==> config.mk <==
export PLATFORM = sky130hd
export DESIGN_NAME = hex_entry_ctrl
export DESIGN_NICKNAME = d
export VERILOG_FILES = /design/src/rtl/hex_ctrl_pkg.sv /design/src/rtl/seg7.sv /design/src/rtl/hex_entry_ctrl.sv
export SDC_FILE = /design/constraint.sdc
export NUM_CORES = 1
export LEC_CHECK = 0
export CAP_MARGIN = 5
export CORE_UTILIZATION = 27
export CTS_CLUSTER_DIAMETER = 120
export DETAILED_ROUTE_END_ITERATION = 10
export GPL_ROUTABILITY_DRIVEN = 1
export PLACE_DENSITY_LB_ADDON = 0.1
export SLEW_MARGIN = 25
export SYNTH_ARGS = -nofsm -noshare
export SYNTH_HDL_FRONTEND = slang
export SYNTH_HIERARCHICAL = 1
export SYNTH_SLANG_ARGS = --single-unit
==> constraint.sdc <==
create_clock -name clk -period 3.02 [get_ports clk]
set_input_delay 0.453 -clock clk [delete_from_list [all_inputs] [get_ports clk]]
set_output_delay 0.453 -clock clk [all_outputs]
set_load 0.01 [all_outputs]
==> src/rtl/hex_ctrl_pkg.sv <==
// Shared types and constants for the hex digit entry controller.
package hex_ctrl_pkg;

  localparam int unsigned NUM_DIGITS = 6;
  localparam logic [6:0]  BLANK      = 7'b1111111;

  typedef enum logic [1:0] {
    ST_IDLE,
    ST_GRANT,
    ST_SCROLL
  } state_e;

  // Identity of the most recently granted requester, used for round-robin.
  typedef enum logic {
    WHO_A,
    WHO_B
  } who_e;

  // Number of set valid bits; at most NUM_DIGITS, so it fits in 3 bits.
  function automatic logic [2:0] count_valid(input logic [NUM_DIGITS-1:0] v);
    logic [2:0] n;
    n = '0;
    for (int unsigned i = 0; i < NUM_DIGITS; i++) begin
      n = n + 3'(v[i]);
    end
    return n;
  endfunction

endpackage

==> src/rtl/seg7.sv <==
// Hex digit to active-low seven-segment decoder, bit order {g,f,e,d,c,b,a}.
module seg7 (
  input  logic [3:0] digit_i,
  output logic [6:0] seg_o
);

  // Pure lookup of the segment pattern for one nibble.
  always_comb begin
    seg_o = 7'b1111111;
    case (digit_i)
      4'h0: seg_o = 7'b1000000;
      4'h1: seg_o = 7'b1111001;
      4'h2: seg_o = 7'b0100100;
      4'h3: seg_o = 7'b0110000;
      4'h4: seg_o = 7'b0011001;
      4'h5: seg_o = 7'b0010010;
      4'h6: seg_o = 7'b0000010;
      4'h7: seg_o = 7'b1111000;
      4'h8: seg_o = 7'b0000000;
      4'h9: seg_o = 7'b0010000;
      4'hA: seg_o = 7'b0001000;
      4'hB: seg_o = 7'b0000011;
      4'hC: seg_o = 7'b1000110;
      4'hD: seg_o = 7'b0100001;
      4'hE: seg_o = 7'b0000110;
      4'hF: seg_o = 7'b0001110;
      default: seg_o = 7'b1111111;
    endcase
  end

endmodule

==> src/rtl/hex_entry_ctrl.sv <==
// Six-digit hex entry controller: two round-robin requesters push digits
// into a shift register, which can be rotated for display or cleared.
module hex_entry_ctrl
  import hex_ctrl_pkg::*;
#(
  parameter int unsigned TICK_DIV = 25000000
) (
  input  logic       clk,
  input  logic       reset,
  input  logic       req_a,
  input  logic [3:0] digit_a,
  input  logic       req_b,
  input  logic [3:0] digit_b,
  output logic       gnt_a,
  output logic       gnt_b,
  input  logic       scroll_en,
  input  logic       clear,
  output logic [2:0] count,
  output logic [6:0] hex0,
  output logic [6:0] hex1,
  output logic [6:0] hex2,
  output logic [6:0] hex3,
  output logic [6:0] hex4,
  output logic [6:0] hex5
);

  localparam int unsigned TW       = $clog2(TICK_DIV);
  localparam logic [TW-1:0] TICK_MAX = TW'(TICK_DIV - 1);

  state_e                          state_q, state_d;
  who_e                            last_q, last_d;
  logic [TW-1:0]                   tick_q, tick_d;
  logic [NUM_DIGITS-1:0][3:0]      val_q, val_d;
  logic [NUM_DIGITS-1:0]           vld_q, vld_d;
  logic                            gnt_a_q, gnt_a_d;
  logic                            gnt_b_q, gnt_b_d;
  logic                            pick_a;

  logic [NUM_DIGITS-1:0][6:0]      seg_w;
  logic [NUM_DIGITS-1:0][6:0]      hex_w;

  // State, datapath and grant registers; reset aborts any operation in flight.
  always_ff @(posedge clk or posedge reset) begin
    if (reset) begin
      state_q <= ST_IDLE;
      last_q  <= WHO_B;
      tick_q  <= '0;
      val_q   <= '0;
      vld_q   <= '0;
      gnt_a_q <= 1'b0;
      gnt_b_q <= 1'b0;
    end else begin
      state_q <= state_d;
      last_q  <= last_d;
      tick_q  <= tick_d;
      val_q   <= val_d;
      vld_q   <= vld_d;
      gnt_a_q <= gnt_a_d;
      gnt_b_q <= gnt_b_d;
    end
  end

  // Next-state, arbitration and digit shift/rotate logic.
  always_comb begin
    state_d = state_q;
    last_d  = last_q;
    tick_d  = tick_q;
    val_d   = val_q;
    vld_d   = vld_q;
    gnt_a_d = 1'b0;
    gnt_b_d = 1'b0;
    pick_a  = 1'b0;

    case (state_q)
      ST_IDLE: begin
        if (clear) begin
          vld_d = '0;
        end else if (scroll_en) begin
          state_d = ST_SCROLL;
          tick_d  = '0;
        end else if (req_a || req_b) begin
          // A wins when alone, or on a tie when B was granted last.
          pick_a  = req_a && (!req_b || (last_q == WHO_B));
          state_d = ST_GRANT;
          gnt_a_d = pick_a;
          gnt_b_d = !pick_a;
          last_d  = pick_a ? WHO_A : WHO_B;
          val_d   = {val_q[NUM_DIGITS-2:0], (pick_a ? digit_a : digit_b)};
          vld_d   = {vld_q[NUM_DIGITS-2:0], 1'b1};
        end
      end

      ST_GRANT: begin
        state_d = ST_IDLE;
      end

      ST_SCROLL: begin
        if (clear) begin
          vld_d = '0;
        end
        if (!scroll_en) begin
          state_d = ST_IDLE;
          tick_d  = '0;
        end else if (tick_q == TICK_MAX) begin
          tick_d = '0;
          // A simultaneous clear takes precedence over the rotation.
          if (!clear) begin
            val_d = {val_q[NUM_DIGITS-2:0], val_q[NUM_DIGITS-1]};
            vld_d = {vld_q[NUM_DIGITS-2:0], vld_q[NUM_DIGITS-1]};
          end
        end else begin
          tick_d = tick_q + TW'(1);
        end
      end

      default: begin
        state_d = ST_IDLE;
      end
    endcase
  end

  // One decoder per position, blanked when the position is not valid.
  for (genvar g = 0; g < NUM_DIGITS; g++) begin : g_dig
    seg7 u_seg7 (
      .digit_i (val_q[g]),
      .seg_o   (seg_w[g])
    );
    assign hex_w[g] = vld_q[g] ? seg_w[g] : BLANK;
  end

  assign gnt_a = gnt_a_q;
  assign gnt_b = gnt_b_q;
  assign count = count_valid(vld_q);
  assign hex0  = hex_w[0];
  assign hex1  = hex_w[1];
  assign hex2  = hex_w[2];
  assign hex3  = hex_w[3];
  assign hex4  = hex_w[4];
  assign hex5  = hex_w[5];

endmodule

==> impl_metrics.toml, run 1 <==
[outcome]
status = "finished clean"

[clocking]
cts-htree-levels = 3
clk_pin_slew_ns = 0.05
cts_tree = "done"
cts.sinks = 60
worstSkewPairLatency_ns = 0.33
postCtsSetupRepairBufs = 0
clockBufferDepth = 2
cts_root_buf = "clkbuf_16"
cts_buffers = 9

[routing]
initialDrtViolationCount = 116
vias = 3725
dr.pass1.iters = 4
postRouteAntennaNets = 0
drt_wl_total_mm = 11.3
drc = 0
wl_per_cell_um = 14.1
viasPerCell = 4.66

[global_route]
grt_pass1_vias = 3582
track_usage_pct = 12.6
grt_antenna_before_repair = 0
grt_start_max_net_pins = 61
grt_first_pass_wirelength_mm = 18.4
overflow = 0

[layout]
nets = 628
final_area_um2 = 6060
syn_to_final_growth_pct = 22.5
diodes = 0
fill_cells = 1799
drive_gt1_share_pct = 17.9

[timing]
finalCritPeriodShare_pct = 97.7
rsz0062_at_grt = "true"
finalMaxSlewViolations = 0
fmax_ghz = 0.339
tightest_slew_ns = 0.794
fin_hold_ws_ns = 0.509
period_needed_ns = 2.95
finalSetupViolCount = 0
fin_skew_ns = 0.00596
maxSlewHeadroom_pct = 47.1
final_hold_viol_count = 0

[yosys]
synth-edff-count = 0
syn_area_um2 = 4950
synth_area_leaders = "dfrtp_1 30%, ha_1 11%, mux2i_1 5.7%"
ys_ff_latch = 60
synth_top_area_cell = "dfrtp_1"
synth.distinct_cells = 57
synth_commonest_cells = "59 x dfrtp_1, 56 x nor2_1, 44 x ha_1"
syn-num-nets = 565
ys.flop_type = "dfrtp_1"
yosysSeqAreaShare_pct = 30.4
async_flop_share_pct = 100
synth_most_common_cell = "dfrtp_1"
synth_top_cell_area_share_pct = 29.9
syn_inst = 504
syn_area_per_cell_um2 = 9.81
yosysWarnings = 6

[floorplan]
num_rows = 49
core_um2 = 18000
io_pins = 61
start_util_pct = 27.5
dieWidth_um = 137
dieArea_um2 = 18900
die_y_um = 137

[place]
placed_area_um2 = 5770
hpwl_mm = 8.29
port-buffer-count = 60
place_congestion = 0.778

[pwr]
peakVddDrop_v = 0.000313
leakagePower_uw = 0.00270
power_density_nw_per_um2 = 758
power_uw = 4590

[worst_hold_path]
min_delay_path_depth = 1
hp-class = "flop to flop"

[worst_setup_path]
arrival_ns = 2.50
path_max_fanout = 2
startpoint_type = "flop"
crit_required_ns = 2.57
path_class = "flop to output port"
worstRegToRegCells = 7
crit_path_end_kind = "output port"

[run]
cap_violations = 0
==> worst max-delay path, stage by stage, from the launching register on <==
cell and delay (ns):
dfrtp_1 0.35, inv_2 0.04, fa_1 0.48, fa_1 0.51, inv_2 0.05, ha_4 0.15
fa_1 0.46, buf_2 0.12
==> stage by stage <==
step | setup WS (ns) | cells | util, % | setup TNS, ns
6_report | 0.0681 | 800 | 33.7 | 0
5_1_grt | -0.0138 | 800 | 33.7 | -0.0138
4_1_cts | 0.000898 | 800 | 33.6 | 0
3_5_place_dp | -0.0552 | 785 | 32.1 | -0.0552
3_3_place_gp | -0.0601 | 785 | 32.1 | -0.0601
2_1_floorplan | 0.186 | 504 | - | 0
==> worst paths after layout <==
check	start	to	slack, ns
hold reg to reg	last_q	last_q	0.51
setup reg to reg	tick_q[0]	val_q[19]	0.70
min in group asynchronous	reset	tick_q[1]	0.68
max in group asynchronous	reset	val_q[8]	1.76
hold / removal	last_q	last_q	0.51
setup / recovery	vld_q[3]	count[1]	0.07
==> registers in the layout, indices dropped and copies added, names as in the netlist <==
| signal | flops |
|---|---|
| state_q | 2 |
| gnt_a | 1 |
| tick_q | 25 |
| vld_q | 6 |
| gnt_b | 1 |
| val_q | 24 |
| last_q | 1 |
==> what timing repair did <==
action | 4_1_cts | 5_1_grt
pin swaps | 1 | 1
resized for setup | 6 | 24
endpoints found under the setup margin | 3 | 15
cloned | 0 | 0
hold buffers | 0 | 0
==> metal layers <==
| metal | routed length, um | vias up | global-route usage (%) |
|---|---|---|---|
| li1 | - | 1891 | - |
| met1 | 5680 | 1768 | 17.6 |
| met2 | 5070 | 55 | 19.7 |
| met3 | 412 | 11 | 2.24 |
| met4 | 109 | 0 | 3.48 |
| met5 | 0 | - | 0 |
==> cell usage in the layout (no fill, tap or decap), drive strengths merged, types with 2 or more instances in the layout <==
cell type and instances:
mux2i 28, nor3 6, a21o 2, nor4 6, and3 6, clkinv 2, nand3 10, fa 3
clkdlybuf4s50 56, a31oi 2, ha 44, or3b 6, o21bai 3, a21oi 10, xnor2 8, o21ai 24
and2b 6, nor2b 3, a22o 17, a32o 6, and4bb 2, inv 34, nor2 56, and2 2
dlymetal6s2s 2, buf 14, mux2 31, o2111ai 2, clkbuf 14, and4 3, nand2b 42, dfrtp 59
mux4 6, nand2 27, nand4 9, xor2 8
==> final cells by class <==
class / instances / area, um^2 / area share, %
clock buffer: 13 / 260 / 4.29
clock inverter: 2 / 10.0 / 0.165
inverter: 34 / 128 / 2.11
multi-input combinational: 389 / 3170 / 52.3
sequential: 60 / 1520 / 25.0
tap: 229 / 287 / 4.73
timing repair buffer: 73 / 693 / 11.4
==> report_power, final <==
group / internal (uW) / switching [uW]
Clock: 592 / 338
Combinational: 1310 / 867
Sequential: 984 / 502
==> cells by family after synthesis <==
logic type      synth area share [%]
xor+xnor                        2.83
flops                           30.4
fa+ha+maj                       12.3
compound gates                  11.0
simple gates                    20.5
buf+inv                         5.82
mux                             17.2
No activity file was read; power rests on OpenSTA's default activity.
==> run 2, diff against run 1 <==
--- a/config.mk
+++ b/config.mk
@@ -10,7 +10,8 @@
 export CTS_CLUSTER_DIAMETER = 120
 export DETAILED_ROUTE_END_ITERATION = 10
 export GPL_ROUTABILITY_DRIVEN = 1
-export PLACE_DENSITY_LB_ADDON = 0.1
+export PLACE_DENSITY = 0.53
+export REMOVE_ABC_BUFFERS = 1
 export SLEW_MARGIN = 25
 export SYNTH_ARGS = -nofsm -noshare
 export SYNTH_HDL_FRONTEND = slang
==> impl_metrics.toml, run 2 (synthesis results as in run 1) <==
[outcome]
status = "finished clean"

[global_route]
overflow = 0
grt_first_pass_wirelength_mm = 18.7
grt_start_max_net_pins = 45
grt_antenna_before_repair = 0
track_usage_pct = 12.5
grt_pass1_vias = 3762

[place]
pre_cts_ws_ns = -0.0530
hpwl_mm = 8.06
place_congestion = 0.777
port-buffer-count = 60
placedCellCount = 784

[layout]
regArea_um2 = 1510
fin_util_pct = 33.9
reg.largest.list = "tick_q (25), val_q (24), vld_q (6)"
mostFrequentLayoutCells = "56 x nor2_1, 56 x clkdlybuf4s50_1, 50 x dfrtp_1"
multiInputGateArea_um2 = 3170
fill_cells = 1807
syn_to_final_growth_pct = 23.1
top_register = "tick_q"
drive_gt1_share_pct = 18.0
fin_cells = 801
largest_reg_flops = 25
diodes = 0
nets = 628

[worst_setup_path]
arrival_ns = 2.49
cp_slowest_stage_delay_ns = 0.51
cp_num_buf_inv = 3
path_class = "flop to output port"
r2r_slack_ns = 0.71
rr_startpoint = "tick_q[0]"
crit_top_cell = "fa_1"
crit_path_end_kind = "output port"
critPathSlowestCell = "fa_1"
worstRegToRegCells = 7
path_max_fanout = 2
critical-path-top-delay-family = "adder cells"
path_cells = "inv_2 > fa_1 > fa_1 > inv_2 > ha_4 > fa_1 > buf_2"
startpoint_type = "flop"
reg2reg_to = "val_q[20]"
crit_required_ns = 2.57

[timing]
finalSetupViolCount = 0
final_hold_viol_count = 0
fmax_ghz = 0.340
finalMaxSlewViolations = 0
tightest_slew_ns = 0.768
finalCritPeriodShare_pct = 97.5
rsz0062_at_grt = "true"
period_needed_ns = 2.94
maxSlewHeadroom_pct = 48.8
post-route-worst-setup-slack_ns = 0.0753
fin_skew_ns = 0.00620

[pwr]
power_density_nw_per_um2 = 770
power_uw = 4690
leakagePower_uw = 0.00271
peakVddDrop_v = 0.000331

[worst_hold_path]
min-delay-start = "last_q"
hp-class = "flop to flop"
min_delay_path_depth = 1
min_to = "last_q"

[floorplan]
start_util_pct = 27.5
num_rows = 49
dieArea_um2 = 18900
core_um2 = 18000
die_y_um = 137
io_pins = 61
dieWidth_um = 137

[routing]
drt_wl_total_mm = 10.8
vias = 3791
viasPerCell = 4.73
postRouteAntennaNets = 0
initialDrtViolationCount = 242
drc = 0
dr.pass1.iters = 5
wl_per_cell_um = 13.5

[clocking]
worstSkewPairLatency_ns = 0.32
clockBufferDepth = 2
clk_pin_slew_ns = 0.05
cts-htree-levels = 3
cts_root_buf = "clkbuf_16"
cts_tree = "done"
cts_buffers = 9
cts.sinks = 60

[run]
cap_violations = 0
[run 2: changes by cell type in the layout (fill, tap and decap cells not counted), sizes merged]
cell,before,now
buf,14,15
dlygate4sd2,0,1
dlymetal6s2s,2,1
clkinv,2,3
inv,34,33
clkbuf,14,12
clkinvlp,0,1
bufinv,0,1
[run 2: what timing repair did]
item	CTS	global route
pin swaps	2	2
gates resized for setup	12	18
buffers inserted	0	1
hold buffers	0	0
setup endpoints to repair	3	12
[run 2: final cells by class]
class / count / area share (%)
Inverter: 34 / 2.12
Clock buffer: 12 / 4.21
Tap cell: 229 / 4.70
Clock inverter: 4 / 0.781
Timing Repair Buffer: 73 / 11.3
Multi-Input combinational cell: 389 / 52.0
Sequential cell: 60 / 24.9
[run 2: power breakdown]
group          switching, uW  internal (uW)
clock                    353            680
sequential               509            982
combinational            861           1300
total                   1720           2960
[run 2: worst max path at each step]
stage	from	end	slack (ns)	cells past startpoint
finish	vld_q[1]	count[1]	0.08	7
detailed placement	vld_q[0]	count[1]	-0.05	7
CTS	vld_q[3]	count[1]	0.001	7
global placement	vld_q[1]	count[1]	-0.05	7
global route	vld_q[1]	count[1]	-0.009	7
floorplan	vld_q[0]	count[1]	0.32	6
[run 2: per-layer routing]
| metal | up-vias | GRT usage (%) | wire (um) |
|---|---|---|---|
| li1 | 1887 | - | - |
| met1 | 1827 | 16.8 | 5170 |
| met2 | 69 | 20.3 | 5160 |
| met3 | 8 | 1.69 | 327 |
| met4 | 0 | 4.27 | 159 |
| met5 | - | 0 | 0 |
[run 2: stage by stage]
stage	hold WS [ns]	TNS [ns]	cell area, um^2
after floorplan	0.474	0	4790
after detailed placement	0.506	-0.0530	5760
final	0.510	0	6090
after global placement	0.502	-0.0539	5760
after global routing	0.525	-0.00887	6090
after CTS	0.513	0	6060
